==> config.mk <==
export PLATFORM = sky130hd
export DESIGN_NAME = alu_seq
export DESIGN_NICKNAME = d
export VERILOG_FILES = /design/src/rtl/alu_pkg.sv /design/src/rtl/alu_iter_muldiv.sv /design/src/rtl/alu_seq.sv
export SDC_FILE = /design/constraint.sdc
export NUM_CORES = 1
export LEC_CHECK = 0
export ABC_AREA = 0
export CAP_MARGIN = 20
export CORE_ASPECT_RATIO = 0.9
export CORE_MARGIN = 2
export CORE_UTILIZATION = 50
export CTS_CLUSTER_DIAMETER = 50
export DETAILED_ROUTE_END_ITERATION = 8
export PLACE_DENSITY = 0.78
export SETUP_SLACK_MARGIN = 0.4
export SYNTH_ARGS = -nofsm -noshare
export SYNTH_HDL_FRONTEND = slang
export SYNTH_HIERARCHICAL = 1
export SYNTH_SLANG_ARGS = --single-unit
export TNS_END_PERCENT = 100
==> constraint.sdc <==
create_clock -name clk -period 5.6 [get_ports clk]
set_clock_uncertainty 0.05 [all_clocks]
set_input_delay 1.12 -clock clk [delete_from_list [all_inputs] [get_ports clk]]
set_output_delay 1.12 -clock clk [all_outputs]
set_load 0.02 [all_outputs]
==> src/rtl/alu_pkg.sv <==
// Shared opcodes, FSM state encoding and flag bundle for the sequential ALU.
package alu_pkg;

    localparam int unsigned OP_W = 4;

    localparam logic [OP_W-1:0] OP_ADD  = 4'b0000;
    localparam logic [OP_W-1:0] OP_SUB  = 4'b0001;
    localparam logic [OP_W-1:0] OP_MUL  = 4'b0010;
    localparam logic [OP_W-1:0] OP_DIV  = 4'b0011;
    localparam logic [OP_W-1:0] OP_AND  = 4'b0100;
    localparam logic [OP_W-1:0] OP_OR   = 4'b0101;
    localparam logic [OP_W-1:0] OP_NAND = 4'b0110;
    localparam logic [OP_W-1:0] OP_NOR  = 4'b0111;
    localparam logic [OP_W-1:0] OP_XOR  = 4'b1000;
    localparam logic [OP_W-1:0] OP_XNOR = 4'b1001;
    localparam logic [OP_W-1:0] OP_NOTA = 4'b1010;
    localparam logic [OP_W-1:0] OP_REM  = 4'b1011;

    typedef enum logic [1:0] {
        IDLE,
        MUL,
        DIV,
        DONE
    } state_t;

    typedef struct packed {
        logic carry;
        logic overflow;
        logic zero;
        logic negative;
        logic div_zero;
    } alu_flags_t;

endpackage

==> src/rtl/alu_iter_muldiv.sv <==
// Iterative shift-add multiplier / restoring divider sharing one shift register.
// The first iteration is folded into the start cycle so done rises after WIDTH-1 more edges.
module alu_iter_muldiv #(
    parameter int unsigned WIDTH = 8,
    parameter int unsigned CNT_W = $clog2(WIDTH) + 1
) (
    input  logic             clk,
    input  logic             rst_n,
    input  logic             start,
    input  logic             mode,
    input  logic [WIDTH-1:0] a,
    input  logic [WIDTH-1:0] b,
    output logic             done,
    output logic [WIDTH-1:0] lo,
    output logic [WIDTH-1:0] hi
);

    logic [WIDTH-1:0] lo_q, hi_q, b_q;
    logic             mode_q;
    logic             busy_q;
    logic [CNT_W-1:0] cnt_q;

    logic [WIDTH-1:0] lo_src, hi_src, b_src;
    logic             mode_src;
    logic [WIDTH:0]   add_v;
    logic [WIDTH:0]   shifted;
    logic [WIDTH-1:0] diff;
    logic [WIDTH-1:0] lo_nxt, hi_nxt;

    // One multiply or divide step, taken from fresh operands on start
    always_comb begin
        hi_src   = start ? '0   : hi_q;
        lo_src   = start ? a    : lo_q;
        b_src    = start ? b    : b_q;
        mode_src = start ? mode : mode_q;
        add_v    = lo_src[0] ? ({1'b0, hi_src} + {1'b0, b_src}) : {1'b0, hi_src};
        shifted  = {hi_src, lo_src[WIDTH-1]};
        diff     = shifted[WIDTH-1:0] - b_src;
        hi_nxt   = hi_src;
        lo_nxt   = lo_src;
        if (mode_src) begin
            hi_nxt = add_v[WIDTH:1];
            lo_nxt = {add_v[0], lo_src[WIDTH-1:1]};
        end else if (shifted >= {1'b0, b_src}) begin
            hi_nxt = diff;
            lo_nxt = {lo_src[WIDTH-2:0], 1'b1};
        end else begin
            hi_nxt = shifted[WIDTH-1:0];
            lo_nxt = {lo_src[WIDTH-2:0], 1'b0};
        end
    end

    always_ff @(posedge clk) begin
        if (!rst_n) begin
            lo_q   <= '0;
            hi_q   <= '0;
            b_q    <= '0;
            mode_q <= 1'b0;
            busy_q <= 1'b0;
            cnt_q  <= '0;
            done   <= 1'b0;
        end else if (start) begin
            lo_q   <= lo_nxt;
            hi_q   <= hi_nxt;
            b_q    <= b;
            mode_q <= mode;
            busy_q <= 1'b1;
            cnt_q  <= CNT_W'(1);
            done   <= 1'b0;
        end else if (busy_q) begin
            if (done) begin
                busy_q <= 1'b0;
                done   <= 1'b0;
            end else begin
                lo_q  <= lo_nxt;
                hi_q  <= hi_nxt;
                cnt_q <= cnt_q + CNT_W'(1);
                done  <= (cnt_q == CNT_W'(WIDTH - 1));
            end
        end
    end

    assign lo = lo_q;
    assign hi = hi_q;

endmodule

==> src/rtl/alu_seq.sv <==
// Sequential ALU with valid/ready handshake; single-cycle ops computed here,
// MUL/DIV/REM delegated to the iterative unit.
module alu_seq
    import alu_pkg::*;
#(
    parameter int unsigned WIDTH = 8,
    parameter int unsigned CNT_W = $clog2(WIDTH) + 1
) (
    input  logic             clk,
    input  logic             rst_n,
    input  logic             in_valid,
    output logic             in_ready,
    input  logic [WIDTH-1:0] a,
    input  logic [WIDTH-1:0] b,
    input  logic [3:0]       select,
    output logic             out_valid,
    input  logic             out_ready,
    output logic [WIDTH-1:0] result,
    output logic             carry_flag,
    output logic             overflow_flag,
    output logic             zero_flag,
    output logic             negative_flag,
    output logic             div_zero_flag
);

    localparam int unsigned MSB = WIDTH - 1;

    state_t           state;
    logic [OP_W-1:0]  op_q;
    alu_flags_t       flags_q;

    logic             is_mul, is_divrem, b_zero;
    logic             md_start, md_done;
    logic [WIDTH-1:0] md_lo, md_hi;
    logic [WIDTH:0]   sum_c, dif_c;
    logic [WIDTH-1:0] res_c, fin_res_c;
    alu_flags_t       flags_c, fin_flags_c;

    assign is_mul    = (select == OP_MUL);
    assign is_divrem = (select == OP_DIV) || (select == OP_REM);
    assign b_zero    = (b == '0);
    assign md_start  = (state == IDLE) && in_valid && (is_mul || (is_divrem && !b_zero));

    alu_iter_muldiv #(
        .WIDTH (WIDTH),
        .CNT_W (CNT_W)
    ) u_muldiv (
        .clk   (clk),
        .rst_n (rst_n),
        .start (md_start),
        .mode  (is_mul),
        .a     (a),
        .b     (b),
        .done  (md_done),
        .lo    (md_lo),
        .hi    (md_hi)
    );

    // Single-cycle result; DIV/REM here only matter for the b == 0 case
    always_comb begin
        sum_c   = {1'b0, a} + {1'b0, b};
        dif_c   = {1'b0, a} - {1'b0, b};
        res_c   = '0;
        flags_c = '0;
        case (select)
            OP_ADD: begin
                res_c            = sum_c[WIDTH-1:0];
                flags_c.carry    = sum_c[WIDTH];
                flags_c.overflow = (a[MSB] == b[MSB]) && (sum_c[MSB] != a[MSB]);
            end
            OP_SUB: begin
                res_c            = dif_c[WIDTH-1:0];
                flags_c.carry    = dif_c[WIDTH];
                flags_c.overflow = (a[MSB] != b[MSB]) && (dif_c[MSB] != a[MSB]);
            end
            OP_DIV, OP_REM: flags_c.div_zero = b_zero;
            OP_AND:  res_c = a & b;
            OP_OR:   res_c = a | b;
            OP_NAND: res_c = ~(a & b);
            OP_NOR:  res_c = ~(a | b);
            OP_XOR:  res_c = a ^ b;
            OP_XNOR: res_c = ~(a ^ b);
            OP_NOTA: res_c = ~a;
            default: res_c = '0;
        endcase
        flags_c.zero     = (res_c == '0);
        flags_c.negative = res_c[MSB];
    end

    // Final MUL/DIV/REM result once the iterative unit finishes
    always_comb begin
        fin_res_c         = (op_q == OP_REM) ? md_hi : md_lo;
        fin_flags_c       = '0;
        fin_flags_c.carry = (op_q == OP_MUL) && (md_hi != '0);
        fin_flags_c.zero     = (fin_res_c == '0);
        fin_flags_c.negative = fin_res_c[MSB];
    end

    always_ff @(posedge clk) begin
        if (!rst_n) begin
            state     <= IDLE;
            in_ready  <= 1'b1;
            out_valid <= 1'b0;
            result    <= '0;
            flags_q   <= '0;
            op_q      <= '0;
        end else begin
            case (state)
                IDLE: begin
                    if (in_valid) begin
                        op_q     <= select;
                        in_ready <= 1'b0;
                        if (is_mul) begin
                            state <= MUL;
                        end else if (is_divrem && !b_zero) begin
                            state <= DIV;
                        end else begin
                            state     <= DONE;
                            out_valid <= 1'b1;
                            result    <= res_c;
                            flags_q   <= flags_c;
                        end
                    end
                end
                MUL, DIV: begin
                    if (md_done) begin
                        state     <= DONE;
                        out_valid <= 1'b1;
                        result    <= fin_res_c;
                        flags_q   <= fin_flags_c;
                    end
                end
                DONE: begin
                    if (out_ready) begin
                        state     <= IDLE;
                        out_valid <= 1'b0;
                        in_ready  <= 1'b1;
                    end
                end
                default: state <= IDLE;
            endcase
        end
    end

    assign carry_flag    = flags_q.carry;
    assign overflow_flag = flags_q.overflow;
    assign zero_flag     = flags_q.zero;
    assign negative_flag = flags_q.negative;
    assign div_zero_flag = flags_q.div_zero;

endmodule

Word-level counts from Yosys, hierarchy flattened --
Index checks and enable logic that the tools add are counted.
Cells by class: $lt $le $gt $ge 1, eq/ne operators 27, reductions and logical operators 28, muxes and demuxes 51, bitwise logic cells 9, add/subtract/negate cells 5
Operators by type and width (count):
- $mux 8 | 17
- $pmux 8 s9 | 1
- $not 8->8 | 4
- $logic_not 8->1 | 3
- $eq 4x3->1 const B | 5
- $eq 4x4->1 const B | 5
- $mux 5 | 4
- $add 8x8->9 | 2
- $mux 1 | 18
- $pmux 8 s2 | 1
- $eq 4x2->1 const B | 3
- $pmux 5 s2 | 1
- $reduce_and 5->1 | 2
- $ge 9x8->1 | 1
- $mux 9 | 1
- $sub 8x8->9 | 1
- $and 8x8->8 | 1
- $mux 2 | 4
- $ne 2x2->1 const B | 4
- $or 8x8->8 | 1
- $reduce_bool 8->1 | 1
- $sub 8x8->8 | 1
- $xor 8x8->8 | 1
- $logic_and 1x1->1 | 6
- 20 further kinds | 33
Word-level totals: input port bits 24, logic and storage cells 139, output and inout port bits 15, register bits after elaboration 52

Depth between registers and ports, before layout --
Gate-level depths: netlist (run 1).
depth after elaboration 12, gate-level depth with buffers 19, depth with buffers taken out 14

Cells and area by module --
Netlist (run 1), hierarchy kept.
Modules (own cells, without submodules):
- alu_seq | sequential area each 400.4 um2, area an instance 2608.8 um2, cells each 355, instances 1
- alu_iter_muldiv | sequential area each 620.6 um2, area an instance 2459.9 um2, cells each 296, instances 1

Least setup slack after synthesis (run 1) --
OpenSTA, ideal clock, no wires.
kind input port to flip-flop, start in select[0], end reg u_muldiv.hi_q[5], in the netlist u_muldiv/hi[5], arrival time 4.669 ns, path slack 0.756 ns, path buffers 5, cell stages on the path 18, data required time 5.425 ns, path through buf_6 -> nand2b_1 -> nor3_1 -> o21ai_1 -> nor2_1 -> buf_2 -> buf_2 -> buf_4 -> buf_4 -> mux2_2 -> ha_1 -> fa_1 -> a31oi_1 -> o221ai_1 -> a221oi_1 -> nor3_1 -> o31ai_1 -> o21ai_1
On the way: elaborated cells between the ends (all ways) 23
RTL lines:
- start: declaration | line alu_seq.sv:15 | input logic [3:0] select,
- $eq 4x2->1 (*) | line alu_seq.sv:39 | assign is_mul = (select == OP_MUL);
- net is_mul | line alu_seq.sv:32 | logic is_mul, is_divrem, b_zero;
- $logic_or 1x1->1 (*) | line alu_seq.sv:42 | assign md_start = (state == IDLE) && in_valid && (is_mul || (is_divrem && !b_zero));
- $logic_and 1x1->1 (*) | line alu_seq.sv:42
- net md_start | line alu_seq.sv:33 | logic md_start, md_done;
- $mux 8 (*)
- net u_muldiv.b_src[0] | line alu_iter_muldiv.sv:23 | logic [WIDTH-1:0] lo_src, hi_src, b_src;
- $sub 8x8->8 (tied with other cells) | line alu_iter_muldiv.sv:38 | diff = shifted[WIDTH-1:0] - b_src;
- $mux 8 or $mux 9 (tied branches) | line alu_iter_muldiv.sv:44, alu_iter_muldiv.sv:36
- $mux 8 (*) | line alu_iter_muldiv.sv:41 | if (mode_src) begin
- $mux 8 | line alu_iter_muldiv.sv:71 | if (done) begin
- $mux 8 | line alu_iter_muldiv.sv:70 | end else if (busy_q) begin
- $mux 8 (*) | line alu_iter_muldiv.sv:62 | end else if (start) begin
- end signal: assignment | line alu_iter_muldiv.sv:64 | hi_q <= hi_nxt;
- end signal: assignment | line alu_iter_muldiv.sv:76 | hi_q <= hi_nxt;
- end: declaration | line alu_iter_muldiv.sv:18 | logic [WIDTH-1:0] lo_q, hi_q, b_q;
Mark *: on every way through the listed nets, which the timed path passes. The rest lies on a longest branch. The select of a mux whose other input is x is not followed. A chain may end at the register's enable or synchronous reset.

Worst setup path after layout (run 1) --
start in b[1], end reg u_muldiv.hi_q[5], in the netlist u_muldiv/hi[5]
On the way: cells in the longest elaborated chain, start to end 12, elaborated cells between the ends (all ways) 21
Ends and longest elaborated chain:
- start: declaration | line alu_seq.sv:14 | input logic [WIDTH-1:0] b,
- $logic_not 8->1 (*) | line alu_seq.sv:41 | assign b_zero = (b == '0);
- $logic_not 1->1 (*) | line alu_seq.sv:42
- $logic_and 1x1->1 (*) | line alu_seq.sv:42
- $logic_or 1x1->1 (*) | line alu_seq.sv:42
- $logic_and 1x1->1 (*) | line alu_seq.sv:42
- net md_start | line alu_seq.sv:33
- $mux 8 (*)
- net u_muldiv.b_src[0] | line alu_iter_muldiv.sv:23
- $sub 8x8->8 (tied with other cells) | line alu_iter_muldiv.sv:38
- $mux 8 or $mux 9 (tied branches) | line alu_iter_muldiv.sv:44, alu_iter_muldiv.sv:36
- $mux 8 (*) | line alu_iter_muldiv.sv:41
- $mux 8 | line alu_iter_muldiv.sv:71
- $mux 8 | line alu_iter_muldiv.sv:70
- $mux 8 (*) | line alu_iter_muldiv.sv:62
Marked as above.

==> results of run 1 <==
[cells by family (layout without fill, tap and decap cells)]
| group | after synthesis | after routing | synth area share, % |
|---|---|---|---|
| multiplexers | 35 | 35 | 7.16 |
| AND/OR/NAND/NOR | 229 | 229 | 23.6 |
| buffers and inverters | 78 | 94 | 7.16 |
| XOR/XNOR | 25 | 25 | 4.47 |
| adder cells (fa/ha/maj) | 45 | 45 | 11.7 |
| AO/OA/AOI/OAI | 188 | 188 | 25.8 |
| flip-flops | 51 | 51 | 20.1 |
[cells in the mapped netlist (7+ instances only)]
cell	instances	area share, %
a21boi_0	16	2.4
a21oi_1	43	4.2
nor4_1	8	0.99
o211ai_1	13	1.9
inv_1	32	2.4
xnor2_1	14	2.4
mux2i_1	28	5.5
nand3_1	25	2.5
buf_4	8	1.2
buf_2	14	1.4
a31oi_1	7	0.86
nor3_1	11	1.1
nor2b_1	24	3.0
clkbuf_1	19	1.4
nor2_1	40	3.0
and2_1	7	0.86
a211oi_1	11	1.6
xor2_1	10	1.7
nand2_1	59	4.4
ha_1	41	10
o21ai_0	31	3.1
nand2b_1	16	2.0
dfxtp_1	51	20
[flip-flops by register name, summed over array words and instances (netlist names)]
signal / count
result: 8
u_muldiv/b_q: 8
u_muldiv/hi: 8
u_muldiv/lo: 8
op_q: 4
u_muldiv/cnt_q: 4
state: 2
carry_flag: 1
div_zero_flag: 1
in_ready: 1
out_valid: 1
overflow_flag: 1
u_muldiv/busy_q: 1
u_muldiv/done: 1
u_muldiv/mode_q: 1
zero_flag: 1
[final cells by class]
cell class	instances	area share, %
Multi-Input combinational cell	522	65.6
Clock buffer	6	2.45
Tap cell	126	2.79
Clock inverter	2	0.287
Inverter	34	2.25
Timing Repair Buffer	52	8.58
Sequential cell	51	18.0
[worst max-delay path, delay by kind of cell]
family	cells	cell delay, ns
muxes	1	0.42
adders and majority gates	2	0.75
buffers and inverters	1	0.68
and+or+nand+nor	3	0.57
AOI/OAI and AO/OA	7	1.56
[path summary, 6_finish.rpt]
| kind | startpoint | end | slack, ns | depth (start not counted) |
|---|---|---|---|---|
| worst max register to register | state[1]$_SDFFE_PN0P_ | u_muldiv/hi[5]$_SDFFE_PN0P_ | 1.65 | 13 |
| worst min-delay path | result[0]$_SDFFE_PN0P_ | result[0]$_SDFFE_PN0P_ | 0.42 | 2 |
| worst max-delay path | b[1] | u_muldiv/hi[5]$_SDFFE_PN0P_ | 0.63 | 14 |
| worst min register to register | result[0]$_SDFFE_PN0P_ | result[0]$_SDFFE_PN0P_ | 0.42 | 2 |
[metrics by stage]
step	area, um2	cells	utilization [%]	worst slack (ns)
2_1_floorplan	5070	651	-	0.756
3_3_place_gp	5480	785	56.0	0.409
3_5_place_dp	5480	785	56.0	0.278
4_1_cts	5640	793	57.6	0.582
5_1_grt	5660	793	57.9	0.405
6_report	5660	793	57.9	0.628
[power breakdown]
part           internal [uW]  total (uW)  switching (uW)
clock                    179         330             151
combinational            396         984             588
sequential               428         490            62.0
total                   1000        1800             801
[per-layer routing]
metal,global-route usage (%),share of wire [%],vias up
met4,6.54,1.5,0
met1,43.1,46,2363
met2,41.5,43,281
met3,7.93,10,25
met5,0,0,-
li1,-,-,2385
==> metrics.cfg, run 1 <==
[power]
p_per_area_nw_per_um2=319
p_leak_uw=0.00230
vdd_ir_drop_max_mv=0.197
p_total_uw=1800

[routing]
wl_um=15400
vias=5054
wl_per_cell_um=19.4
ant_nets=0
drc=0
drt_first_pass_iters=5
vias_per_cell=6.37
drt-initial-drc-count=616

[cells_and_area]
syn2layout_area_growth_pct=11.7
seq_area_um2=1020
final_net_count=735
final_common_cell=nand2_1
drive_gt1_share_pct=8.10
layout_common_cells=nand2_1, dfxtp_1, a21oi_1, ha_1, nor2_1
multi_input_area_um2=3710
antenna-diode-count=0
nFillCells=916

[synthesis]
synth.distinct_cells=75
syn-cell-area_um2=5070
syn_area_per_cell_um2=7.79
syn-num-nets=720
synth_cells=651
synth_edf_count=0
ys_seq_area_share_pct=20.1
synthArstFlopShare_pct=0
yosysWarnings=6
ys_seq_elements=51
ys.flop_type=dfxtp_1

[sta]
fin_crit_ns=4.97
hold_violations=0
rsz0062_at_grt=false
worstMarginPinSlew_ns=0.634
drv_slew=0
setup_viol=0
period_share_pct=88.8
slew_headroom_pct=57.6
setup_tns_ns=0
fmax_mhz=201
timing.hold.ws_ns=0.418

[clock_network]
cts_resized=0
path_clk_slew_ns=0.07
cts_hold_buf=0
cts_tree=yes
h-tree-depth=2
clk_latency_ns=0.30
cts-root-buf=clkbuf_16
post_cts_buffers=0
cts_buffers=5
cts_sinks=51
cts_max_path_buffers=2

[critical_path]
start_kind=primary input
cp_max_fo=12
slowest_delay_ns=0.68
arrival_ns=5.11
crit_chain=clkdlybuf4s50_1 -> nor4_4 -> a21oi_1 -> o21ai_1 -> nor2_4 -> mux2_2 -> ha_1 -> fa_1 -> a31oi_1 -> o221ai_1 -> a221oi_2 -> nor3_1 -> o31ai_1 -> o21ai_1
crit_type=in2reg
cp.required_ns=5.74
end_kind=flip-flop
path_common_cell=o21ai_1
crit_slowest_cell=clkdlybuf4s50_1

[die]
fp.dieH_um=99.5
coreArea_um2=9780
dieArea_um2=11000
initial_core_util_pct=51.8
fp.dieW_um=110
rows=34
ios=39

[status]
status=finished, final reports clean

[global_route]
grt_overflow_total=0
grt_pass1_vias=4624
grt_max_degree=54
grt_pass1_wl_um=24900
antenna_found_initial=0
grt_usage_pct=29.0

[job]
maxCapViolations=0

[hold_path]
hold_path_class=reg2reg

[placement]
place.gp.congestion=0.985
io_buffers=38
post-dp-hpwl_um=11700

No activity file was read; power rests on OpenSTA's default activity.
==> inputs of run 2 (changes only) <==
--- a/config.mk
+++ b/config.mk
@@ -12,6 +12,7 @@
 export CORE_UTILIZATION = 50
 export CTS_CLUSTER_DIAMETER = 50
 export DETAILED_ROUTE_END_ITERATION = 8
+export HOLD_SLACK_MARGIN = 0.15
 export PLACE_DENSITY = 0.78
 export SETUP_SLACK_MARGIN = 0.4
 export SYNTH_ARGS = -nofsm -noshare
==> results of run 2 <==
Same layout as run 1: the final DEF is identical, and so are final timing and power.
==> inputs of run 3 (changes only) <==
--- a/config.mk
+++ b/config.mk
@@ -10,6 +10,7 @@
 export CORE_ASPECT_RATIO = 0.9
 export CORE_MARGIN = 2
 export CORE_UTILIZATION = 50
+export CTS_BUF_LIST = sky130_fd_sc_hd__clkbuf_8
 export CTS_CLUSTER_DIAMETER = 50
 export DETAILED_ROUTE_END_ITERATION = 8
 export HOLD_SLACK_MARGIN = 0.15
==> run 3 against run 2 <==
Net effect:
- worst setup slack gained 0.074 ns
- utilization decreased by 0.46 points
- register-to-register slack better by 0.07 ns
- via count up 0.85%
- fmax increased by 1.5%
- final cell count is 0.25% higher
- critical endpoint is now u_muldiv/hi[6]$_SDFFE_PN0P_
- combinational power barely moved
- first-iteration DRC count is 4.4% higher
- highest routed layer unchanged
- global-route usage shrank 0.15 points
==> metrics.cfg, run 3 (synthesized netlist as in run 1, its figures left out) <==
[status]
status=finished, final reports clean

[critical_path]
slowest_delay_ns=0.59  ; -0.09 ns
start_kind=primary input
cpLargestDelayFamily=compound AO/OA/AOI/OAI gates
arrival_ns=5.11  ; about the same
critPathBufInv=2  ; +1
path_depth=15  ; +1
cp_max_fo=10  ; -2
crit_type=in2reg
rrSetupSlack_ns=1.72  ; +0.07 ns
end_kind=flip-flop
crit_slowest_cell=clkdlybuf4s50_1
reg2regPathDepth=13  ; unchanged
cp.required_ns=5.81  ; +0.07 ns
crit_chain=clkdlybuf4s50_1 -> nor4_4 -> a21oi_1 -> o21ai_1 -> nor2_4 -> mux2i_1 -> ha_1 -> inv_1 -> fa_1 -> a211oi_1 -> a2111oi_2 -> o41ai_1 -> xnor2_1 -> nand3_1 -> a31oi_1

[sta]
rsz0062_at_grt=false
setup_viol=0  ; unchanged
drv_slew=0  ; unchanged
setup_tns_ns=0  ; unchanged
hold_violations=0  ; unchanged
period_share_pct=87.5  ; -1.3 points
worstMarginPinSlew_ns=0.633  ; -0.00113 ns
timing.hold.ws_ns=0.423  ; +0.00491 ns
fin_crit_ns=4.90  ; -0.0735 ns
slew_headroom_pct=57.3  ; -0.31 points
fmax_mhz=204  ; +1.5%

[global_route]
grt_pass1_wl_um=24800  ; -0.45%
globalRouteMet1Util_pct=43.1  ; about the same
use_met3_pct=7.08  ; -0.85 points
met2_usage_pct=41.0  ; -0.47 points
grt_pass1_vias=4661  ; +0.80%
grt_usage_pct=28.8  ; -0.15 points
grt_overflow_total=0  ; unchanged
grt_max_degree=54  ; unchanged
top_usage_layer=met1
antenna_found_initial=0  ; unchanged

[routing]
drc=0  ; unchanged
vias=5097  ; +0.85%
drt_first_pass_iters=5  ; unchanged
vias_per_cell=6.41  ; +0.60%
ant_nets=0  ; unchanged
wl_per_cell_um=19.2  ; -0.90%
drt-initial-drc-count=643  ; +4.4%
wl_um=15300  ; -0.65%

[power]
intPower_uw=925  ; -7.7%
clkPwrFrac_pct=14.2  ; -4.1 points
vdd_ir_drop_max_mv=0.190  ; -3.8%
p_per_area_nw_per_um2=306  ; -4.1%
comb_power_share_pct=57.3  ; +2.7 points
swShare_pct=46.1  ; +1.6 points
p_leak_uw=0.00229  ; -0.70%
power.switching_uw=790  ; -1.4%
seqPwrFrac_pct=28.5  ; +1.3 points

[clock_network]
cts-root-buf=clkbuf_8
cts_sinks=51  ; unchanged
cts_buffers=5  ; unchanged
path_clk_slew_ns=0.10  ; +0.03 ns
cts_hold_buf=0  ; unchanged
clk_latency_ns=0.32  ; +0.02 ns
h-tree-depth=2  ; unchanged
cts_tree=yes
cts_max_path_buffers=2  ; unchanged

[hold_path]
hold_path_class=reg2reg
worstHoldPathCells=2  ; unchanged

[die]
dieArea_um2=11000  ; unchanged
initial_core_util_pct=51.8  ; unchanged
fp.dieW_um=110  ; unchanged
rows=34  ; unchanged
coreArea_um2=9780  ; unchanged
ios=39  ; unchanged
fp.dieH_um=99.5  ; unchanged

[cells_and_area]
final_common_cell=nand2_1
antenna-diode-count=0  ; unchanged
fin_util_pct=57.4  ; -0.46 points
drive_gt1_share_pct=8.22  ; +0.13 points
syn2layout_area_growth_pct=10.8
layout_common_cells=nand2_1, dfxtp_1, a21oi_1, ha_1, nor2_1
nFillCells=928  ; +1.3%
final_net_count=737  ; +0.27%

[placement]
io_buffers=38  ; unchanged
place.gp.congestion=0.985  ; unchanged
post-dp-hpwl_um=11700  ; unchanged

[job]
maxCapViolations=0  ; unchanged

[run 3: metal layers]
metal	up-vias	part of all wire, %
met1	2389	46
met3	37	10
met4	0	2.2
met5	-	0
met2	281	42
li1	2390	-
[run 3: worst paths after layout]
path	from	to
max	b[1]	u_muldiv/hi[6]$_SDFFE_PN0P_
min	div_zero_flag$_SDFFE_PN0P_	div_zero_flag$_SDFFE_PN0P_
max reg2reg	state[1]$_SDFFE_PN0P_	u_muldiv/hi[5]$_SDFFE_PN0P_
min reg2reg	div_zero_flag$_SDFFE_PN0P_	div_zero_flag$_SDFFE_PN0P_
[run 3: power groups by stage]
| stage | logic [uW] | registers (uW) | clock network [uW] |
|---|---|---|---|
| 2_1_floorplan | 665 | 515 | 0 |
| 3_3_place_gp | 935 | 494 | 0 |
| 3_5_place_dp | 949 | 497 | 0 |
| 4_1_cts | 954 | 488 | 243 |
| 5_1_grt | 1070 | 497 | 260 |
| 6_report | 984 | 489 | 243 |
[run 3: repair_timing]
item / CTS / global route
setup buffers: 0 / 2
hold endpoints to repair: 0 / 0
gates resized for setup: 0 / 3
endpoints found under the setup margin: 0 / 5
[run 3: cell type report]
cell class	instances	area, um2	area share, %
Clock buffer	6	82.6	1.47
Sequential cell	51	1020	18.2
Clock inverter	2	16.3	0.290
Inverter	34	128	2.27
Timing Repair Buffer	54	500	8.91
Tap cell	126	158	2.81
Multi-Input combinational cell	522	3710	66.1
[run 3: stage by stage]
step           area, um2  setup slack (ns)  power [uW]  std cells
6_report            5620             0.702        1720        795
5_1_grt             5620             0.429        1830        795
4_1_cts             5580             0.615        1690        793
3_5_place_dp        5480             0.278        1450        785
3_3_place_gp        5480             0.409        1430        785
2_1_floorplan       5070             0.756        1180        651
[run 3: worst min-delay path, cell delays in order (launching register included)]
cell and delay (ns):
dfxtp_1 0.32, nand2_1 0.05, a21boi_0 0.06
